==> src/rtl/eucl_pkg.sv <==
`default_nettype none
// ============================================================================
// Module  : eucl_pkg
// Brief   : Shared widths, instruction constants and fetch FSM encoding.
// Revision: 1.0
// ============================================================================
package eucl_pkg;

   localparam int INSTR_W = 21;
   localparam int PC_W    = 4;

   localparam logic [INSTR_W-1:0] NOP_WORD  = 21'h000000;
   localparam logic [INSTR_W-1:0] HALT_WORD = 21'h1FFFFF;

   typedef enum logic [1:0] {
      ST_IDLE = 2'd0,
      ST_RUN  = 2'd1,
      ST_HALT = 2'd2
   } fetch_state_t;

   // Issued-instruction counter sticks at its ceiling instead of wrapping.
   function automatic logic [7:0] sat_inc8(input logic [7:0] value);
      return (value == 8'hFF) ? value : value + 8'd1;
   endfunction

endpackage : eucl_pkg
`default_nettype wire

==> src/rtl/eucl_prog_rom.sv <==
`default_nettype none
// ============================================================================
// Module  : eucl_prog_rom
// Brief   : Program store, synchronous write port, combinational read port.
// Revision: 1.0
// ============================================================================
module eucl_prog_rom
   import eucl_pkg::*;
(
   input  logic               clock,
   input  logic               we,
   input  logic [PC_W-1:0]    waddr,
   input  logic [INSTR_W-1:0] wdata,
   input  logic [PC_W-1:0]    raddr,
   output logic [INSTR_W-1:0] rdata
);

   localparam int DEPTH = 2 ** PC_W;

   // Contents deliberately survive reset so a program outlives an abort.
   logic [INSTR_W-1:0] r_mem [DEPTH];

   always_ff @(posedge clock) begin
      if (we) begin
         r_mem[waddr] <= wdata;
      end
   end

   assign rdata = r_mem[raddr];

endmodule : eucl_prog_rom
`default_nettype wire

==> src/rtl/eucl_prog_fetch.sv <==
`default_nettype none
// ============================================================================
// Module  : eucl_prog_fetch
// Brief   : Program memory fetch sequencer feeding the eucl core's PC/instr.
// Revision: 1.0
// ============================================================================
module eucl_prog_fetch
   import eucl_pkg::*;
#(
   parameter logic [7:0] MAX_CYCLES = 8'd200
)(
   input  logic               clock,
   input  logic               reset,
   input  logic               ld_en,
   input  logic [PC_W-1:0]    ld_addr,
   input  logic [INSTR_W-1:0] ld_data,
   input  logic               start,
   input  logic [PC_W-1:0]    pc_req,
   output logic [PC_W-1:0]    p_c,
   output logic [INSTR_W-1:0] pm_cont,
   output logic               running,
   output logic               done,
   output logic               timeout,
   output logic [7:0]         cycle_cnt
);

   fetch_state_t       r_state,     w_state_nxt;
   logic [PC_W-1:0]    r_p_c,       w_p_c_nxt;
   logic [INSTR_W-1:0] r_pm_cont,   w_pm_cont_nxt;
   logic               r_running,   w_running_nxt;
   logic               r_done,      w_done_nxt;
   logic               r_timeout,   w_timeout_nxt;
   logic [7:0]         r_cycle_cnt, w_cycle_cnt_nxt;

   logic               w_mem_we;
   logic [PC_W-1:0]    w_rd_addr;
   logic [INSTR_W-1:0] w_rd_data;
   logic               w_in_run;

   assign w_in_run  = (r_state == ST_RUN);
   assign w_mem_we  = ld_en && !w_in_run;
   // Outside RUN the only possible fetch is the restart at address 0.
   assign w_rd_addr = w_in_run ? pc_req : '0;

   eucl_prog_rom u_rom (
      .clock (clock),
      .we    (w_mem_we),
      .waddr (ld_addr),
      .wdata (ld_data),
      .raddr (w_rd_addr),
      .rdata (w_rd_data)
   );

   always_ff @(posedge clock) begin
      if (reset) begin
         r_state     <= ST_IDLE;
         r_p_c       <= '0;
         r_pm_cont   <= NOP_WORD;
         r_running   <= 1'b0;
         r_done      <= 1'b0;
         r_timeout   <= 1'b0;
         r_cycle_cnt <= 8'd0;
      end else begin
         r_state     <= w_state_nxt;
         r_p_c       <= w_p_c_nxt;
         r_pm_cont   <= w_pm_cont_nxt;
         r_running   <= w_running_nxt;
         r_done      <= w_done_nxt;
         r_timeout   <= w_timeout_nxt;
         r_cycle_cnt <= w_cycle_cnt_nxt;
      end
   end

   always_comb begin
      w_state_nxt     = r_state;
      w_p_c_nxt       = r_p_c;
      w_pm_cont_nxt   = r_pm_cont;
      w_running_nxt   = r_running;
      w_done_nxt      = r_done;
      w_timeout_nxt   = r_timeout;
      w_cycle_cnt_nxt = r_cycle_cnt;

      case (r_state)
         ST_IDLE, ST_HALT: begin
            // A load in the same cycle wins so the first fetch never races it.
            if (start && !ld_en) begin
               w_state_nxt     = ST_RUN;
               w_p_c_nxt       = '0;
               w_pm_cont_nxt   = w_rd_data;
               w_running_nxt   = 1'b1;
               w_done_nxt      = 1'b0;
               w_timeout_nxt   = 1'b0;
               w_cycle_cnt_nxt = 8'd1;
            end
         end
         ST_RUN: begin
            if (w_rd_data == HALT_WORD) begin
               w_state_nxt     = ST_HALT;
               w_p_c_nxt       = pc_req;
               w_pm_cont_nxt   = NOP_WORD;
               w_running_nxt   = 1'b0;
               w_done_nxt      = 1'b1;
               w_cycle_cnt_nxt = sat_inc8(r_cycle_cnt);
            end else if (r_cycle_cnt == MAX_CYCLES) begin
               w_state_nxt     = ST_HALT;
               w_pm_cont_nxt   = NOP_WORD;
               w_running_nxt   = 1'b0;
               w_timeout_nxt   = 1'b1;
            end else begin
               w_p_c_nxt       = pc_req;
               w_pm_cont_nxt   = w_rd_data;
               w_cycle_cnt_nxt = sat_inc8(r_cycle_cnt);
            end
         end
         default: begin
            w_state_nxt   = ST_IDLE;
            w_pm_cont_nxt = NOP_WORD;
            w_running_nxt = 1'b0;
         end
      endcase
   end

   assign p_c       = r_p_c;
   assign pm_cont   = r_pm_cont;
   assign running   = r_running;
   assign done      = r_done;
   assign timeout   = r_timeout;
   assign cycle_cnt = r_cycle_cnt;

endmodule : eucl_prog_fetch
`default_nettype wire

==> config.mk <==
export PLATFORM = sky130hd
export DESIGN_NAME = eucl_prog_fetch
export DESIGN_NICKNAME = d
export VERILOG_FILES = /design/src/rtl/eucl_pkg.sv /design/src/rtl/eucl_prog_rom.sv /design/src/rtl/eucl_prog_fetch.sv
export SDC_FILE = /design/constraint.sdc
export NUM_CORES = 1
export LEC_CHECK = 0
export CAP_MARGIN = 20
export CORE_ASPECT_RATIO = 1.2
export CORE_UTILIZATION = 50
export DETAILED_ROUTE_END_ITERATION = 6
export GPL_TIMING_DRIVEN = 0
export PLACE_DENSITY = 0.8
export SLEW_MARGIN = 20
export SYNTH_ARGS = -nofsm -noshare
export SYNTH_HDL_FRONTEND = slang
export SYNTH_HIERARCHICAL = 1
export SYNTH_SLANG_ARGS = --single-unit
==> constraint.sdc <==
create_clock -name clock -period 5.54 [get_ports clock]
set_input_delay 0.831 -clock clock [delete_from_list [all_inputs] [get_ports clock]]
set_output_delay 0.831 -clock clock [all_outputs]
set_load 0.05 [all_outputs]
; After elaboration in Yosys (flattened, before gate mapping)
; Memory sizes are Yosys's and may differ from the RTL's.
; Cells that the tools add are included.
[totals]
ramBits = 336
in_bits = 33
latchBits = 0
mem_count = 1
mem_bits_ro = 0
reg_bits = 38
out_inout_bits = 36
[mem_list]
columns = name, depth, width, read_ports, rd_clocked_by_memory_dff, wr, line
row1 = u_rom.r_mem, 16, 21, 1, 0, 1, eucl_prog_rom.sv:21  ; logic [INSTR_W-1:0] r_mem [DEPTH];
[op_classes]
reduce_logical = 11
mul = 0
n_div = 0
mux = 30
add_sub_neg = 1
bitwise = 0
n_eq_ne = 11
n_shift = 0
order_cmp = 0
[ops]
columns = operator, n
row1 = $mux W21, 3
row2 = $pmux W21 S2, 1
row3 = $mux W8, 4
row4 = $eq A21 B21 Y1 const B, 1
row5 = $eq A8 B8 Y1 const B, 2
row6 = $mux W4, 4
row7 = $pmux W8 S2, 1
row8 = $mux W1, 9
row9 = $add A8 B1 Y8 const B, 1
row10 = $pmux W4 S2, 1
row11 = $mux W2, 3
row12 = $pmux W1 S2, 3
row13 = $reduce_and A3 Y1, 2
row14 = $ne A2 B1 Y1 const B, 2
row15 = $ne A2 B2 Y1 const B, 2
row16 = $pmux W2 S2, 1
row17 = $reduce_and A4 Y1, 1
row18 = $ne A3 B1 Y1 const B, 1
row19 = $ne A3 B3 Y1 const B, 1
row20 = $eq A2 B1 Y1 const B, 1
row21 = $eq A2 B2 Y1 const B, 1
row22 = $logic_and A1 B1 Y1, 2
row23 = $logic_not A1 Y1, 2
row24 = $logic_not A2 Y1, 1
row25 = other kinds (3), 3

; Depth between registers and ports, before layout
; An unclocked memory read counts as a cell.
[logic_depth]
ltp_word = 6
depth_mapped = 13
depth_no_buf = 10

; Hierarchy
; Netlist, hierarchy kept.
[modules_own_cells]
columns = mod, area_per_inst_um2, cells_per_inst, instances
row1 = eucl_prog_rom, 12857.3, 536, 1
row2 = eucl_prog_fetch, 1587.8, 154, 1

; Least setup slack after synthesis
; OpenSTA, ideal clock, no wires.
[synth_path]
path_kind = in2reg
startpoint = input ld_en
endpoint = memory u_rom.r_mem[0][0], enable pin
t_arrival_ps = 2865
path_slack_ps = 2249
path_buffers = 0
stages = 3
path_cell_list = and2_1 or3b_1 nor3_1
[synth_between]
elab_chain_cells = 3
[synth_lines]
columns = element, line
row1 = from (decl), eucl_prog_fetch.sv:14  ; input logic ld_en,
row2 = $logic_and A1 B1 Y1, eucl_prog_fetch.sv:41  ; assign w_mem_we = ld_en && !w_in_run;
row3 = $mux W1, eucl_prog_rom.sv:24  ; if (we) begin
row4 = $mux W1 (not written as such), eucl_prog_rom.sv:25  ; r_mem[waddr] <= wdata;
row5 = to (decl), eucl_prog_rom.sv:21
; No other way between the ends.

; Worst setup path after layout
[layout_path]
startpoint = register r_state[0]
endpoint = register r_cycle_cnt[1], in the netlist cycle_cnt[1]
[layout_between]
elab_chain_cells = 6
elab_cells_between_ends = 13
cone_classes = 5 x eq/ne / 3 x mux / 4 x reduce/logical / 1 x memory
[layout_lines]
columns = element, line
row1 = from (decl), eucl_prog_fetch.sv:27  ; fetch_state_t r_state, w_state_nxt;
row2 = from (signal assigned), eucl_prog_fetch.sv:64  ; r_state <= w_state_nxt;
row3 = $eq A2 B1 Y1 (*), eucl_prog_fetch.sv:40  ; assign w_in_run = (r_state == ST_RUN);
row4 = $mux W4 (*), eucl_prog_fetch.sv:43  ; assign w_rd_addr = w_in_run ? pc_req : '0;
row5 = $mem_v2 Z16 W21 (*), --
row6 = via w_rd_data[6], eucl_prog_fetch.sv:37  ; logic [INSTR_W-1:0] w_rd_data;
row7 = $eq A21 B21 Y1 (*), eucl_prog_fetch.sv:97  ; if (w_rd_data == HALT_WORD) begin
row8 = $ne A3 B3 Y1 (no source line) / $mux W8 (equally long branches), --
row9 = $reduce_and A3 Y1 (no source line) / $pmux W8 S2 (equally long branches), --
row10 = to (signal assigned), eucl_prog_fetch.sv:70  ; r_cycle_cnt <= w_cycle_cnt_nxt;
row11 = to (decl), eucl_prog_fetch.sv:33  ; logic [7:0] r_cycle_cnt, w_cycle_cnt_nxt;
; Mark *: on every way through the listed nets, which the timed path passes. The rest lies on a longest branch.
; A chain may end at the register's enable or synchronous reset.

==> metrics.yaml <==
outcome: "completed"
syn_nets: 725
hold_violations: 0
die_h_um: 188
clkTransAtPathRegs_ns: 0.06
cts_max_path_buffers: 3
r2r_end: "cycle_cnt[1]$_SDFFE_PP0P_"
critPathArrivalTime_ns: 4.96
grt_util_all_layers_pct: 23.3
core_um2: 28200
hold_slack_ns: 0.479
routed_wl_um: 33500
endpoint: "cycle_cnt[1]$_SDFFE_PP0P_"
max_cap_violations: 0
tritoncts: "yes"
yosys_register_bits: 374
setup_viol: 0
yosysTopAreaCellShare_pct: 69.8
critPathRequiredTime_ns: 5.95
slew_headroom_pct: 32.1
die-area_um2: 29600
dp_slack_ns: 0.861
synth_commonest_cells: "336 x edfxtp_1, 47 x mux4_2, 42 x a22oi_1"
r2r_setup_slack_ns: 0.99
gp_congestion: 0.822
cts_resized: 0
layout_setup_ws_ns: 0.988
worstMarginPinSlew_ns: 1.02
grt_start_max_net_pins: 17
rows: 67
area_delta_synth_final_pct: 18.7
hpwl_um: 20700
finalClockSkew_ns: 0.0122
grt_remaining_overflow: 0
hold_path_class: "reg2reg"
clkSinkCount: 374
final_max_slew_viol_count: 0
period_share_pct: 82.2
setup_tns_ns: 0
grt_pass1_vias: 7787
grt_pass1_wl_um: 48800
ys_types: 46
synth_most_common_cell: "edfxtp_1"
portBuffers: 68
clkLatencyLatePin_ns: 0.50
synth_area_leaders: "edfxtp_1 70%, mux4_2 7.3%, mux4_1 6.7%"
p_leak_nw: 5.43
numCtsBuffers: 34
startpoint: "r_state[0]$_SDFFE_PP0P_"
max_freq_ghz: 0.220
die_w_um: 157
htree_levels: 2
nets: 852
critPathCaptureType: "flop"
wire_per_inst_um: 27.5
cts_root_buf: "clkbuf_16"
drc: 0
powerDensity_nw_per_um2: 339
path_max_fanout: 10
drt_iter0_markers: 791
cts_setup_buffers: 0
synth_flop_cell: "edfxtp_1"
path_class: "reg2reg"
netlist_instances: 690
n_antenna_cell: 0
vias_per_cell: 6.23
antenna_found_initial: 0
power.total_mw: 5.81
first_pass_iters: 5
synth.avg_cell_area_um2: 20.9
syn-cell-area_um2: 14400
r2r_cells: 12
yosysTopAreaCell: "edfxtp_1"
period_minus_slack_ns: 4.55
synth_edf_count: 336
vdd_drop_max_uv: 160
final_layout_size_suffix_gt1_share_pct: 18.7
start_util_pct: 51.3
hp-start: "pm_cont[9]$_SDFFE_PP0P_"
rsz0062_at_grt: "no"
regToRegStartpoint: "r_state[0]$_SDFFE_PP0P_"
postCtsHoldBufs: 0
vias: 7599
fin_area_um2: 17100
boundaryPins: 69
drtAntennaViolNets: 0
ys_warn_count: 6
seq_area_frac_synth_pct: 75.1
placed_cell_area_um2: 16100
async_reset_ff_share_pct: 0
crit_path_start_kind: "flop"
[sequential cells by signal, summed over array words and instances, names as in the netlist]
signal       count
u_rom/r_mem    336
r_state          2
cycle_cnt        8
running          1
p_c              4
done             1
timeout          1
pm_cont         21
[critical path, cell delays in order (launching register included)]
cell and delay (ns):
dfxtp_1 0.43, nor2b_1 0.43, clkbuf_1 0.40, and2_1 0.31, nor2b_1 0.25, clkbuf_1 0.58
a22oi_1 0.17, nand2_1 0.21, nand4_1 0.32, nor4_4 0.52, a211oi_2 0.21, or4b_1 0.54
o31ai_1 0.08
[logic make-up (layout without fill, tap and decap cells)]
group           after synthesis  after routing  synth area share (%)
simple gates                 99             99                  3.66
mux                          88             88                  14.3
fa+ha+maj                     2              2                 0.173
buf+inv                      36            186                  1.84
flops                       374            374                  75.1
compound gates               91             91                  4.87
[worst min path at each step]
| stage | slack [ns] | cells past startpoint | end |
|---|---|---|---|
| floorplan | 0.46 | 1 | r_state[1]$_SDFFE_PP0P_ |
| global placement | 0.47 | 1 | pm_cont[1]$_SDFFE_PP0P_ |
| detailed placement | 0.46 | 1 | pm_cont[6]$_SDFFE_PP0P_ |
| CTS | 0.48 | 1 | pm_cont[9]$_SDFFE_PP0P_ |
| global route | 0.49 | 1 | pm_cont[15]$_SDFFE_PP0P_ |
| finish | 0.48 | 1 | pm_cont[9]$_SDFFE_PP0P_ |
[per-stage QoR]
step                      instances  utilization (%)
after floorplan                 690                -
after global placement         1137             55.4
after detailed placement       1160             57.1
after CTS                      1219             60.9
after global routing           1219             60.9
final                          1219             60.9
[final cells by class]
class / count / area (µm²)
buffer: 34 / 259
fill: 1855 / 11000
clock inverter: 17 / 129
sequential: 374 / 10900
inverter: 2 / 7.51
multi-input combinational: 280 / 3440
clock buffer: 42 / 945
timing repair buffer: 91 / 1050
tap: 379 / 474
[metal layers]
layer	track usage [%]	routed length [µm]	vias up
met3	4.55	2690	85
met2	39.7	17000	397
li1	-	-	3181
met1	29.0	12400	3936
met5	0	0	-
met4	9.86	1310	0
[power by group]
group          total [mW]  switching (mW)  internal (mW)  leakage (nW)
combinational       0.421           0.262          0.159          1.57
clock                2.25           0.951           1.30         0.518
sequential           3.14          0.0184           3.12          3.34
[cells in the final DEF (no fill, tap or decap), types with 5 or more instances in the layout]
| cell | netlist | layout |
|---|---|---|
| mux4_2 | 47 | 47 |
| clkinv_1 | 0 | 10 |
| clkbuf_16 | 0 | 37 |
| mux4_1 | 37 | 37 |
| clkbuf_1 | 14 | 19 |
| a21oi_1 | 10 | 10 |
| nand2_1 | 30 | 30 |
| nor2b_1 | 5 | 5 |
| nor2_4 | 0 | 12 |
| buf_16 | 0 | 7 |
| dfxtp_1 | 38 | 38 |
| buf_12 | 6 | 6 |
| nand3_1 | 6 | 6 |
| buf_8 | 0 | 5 |
| buf_2 | 6 | 6 |
| a22oi_1 | 42 | 42 |
| nor2_1 | 22 | 10 |
| buf_6 | 3 | 7 |
| a22o_1 | 22 | 22 |
| buf_4 | 1 | 8 |
| edfxtp_1 | 336 | 336 |
| and2_1 | 6 | 6 |
| clkdlybuf4s50_1 | 0 | 68 |
| nor3_1 | 10 | 6 |
No activity file was read; power rests on OpenSTA's default activity.
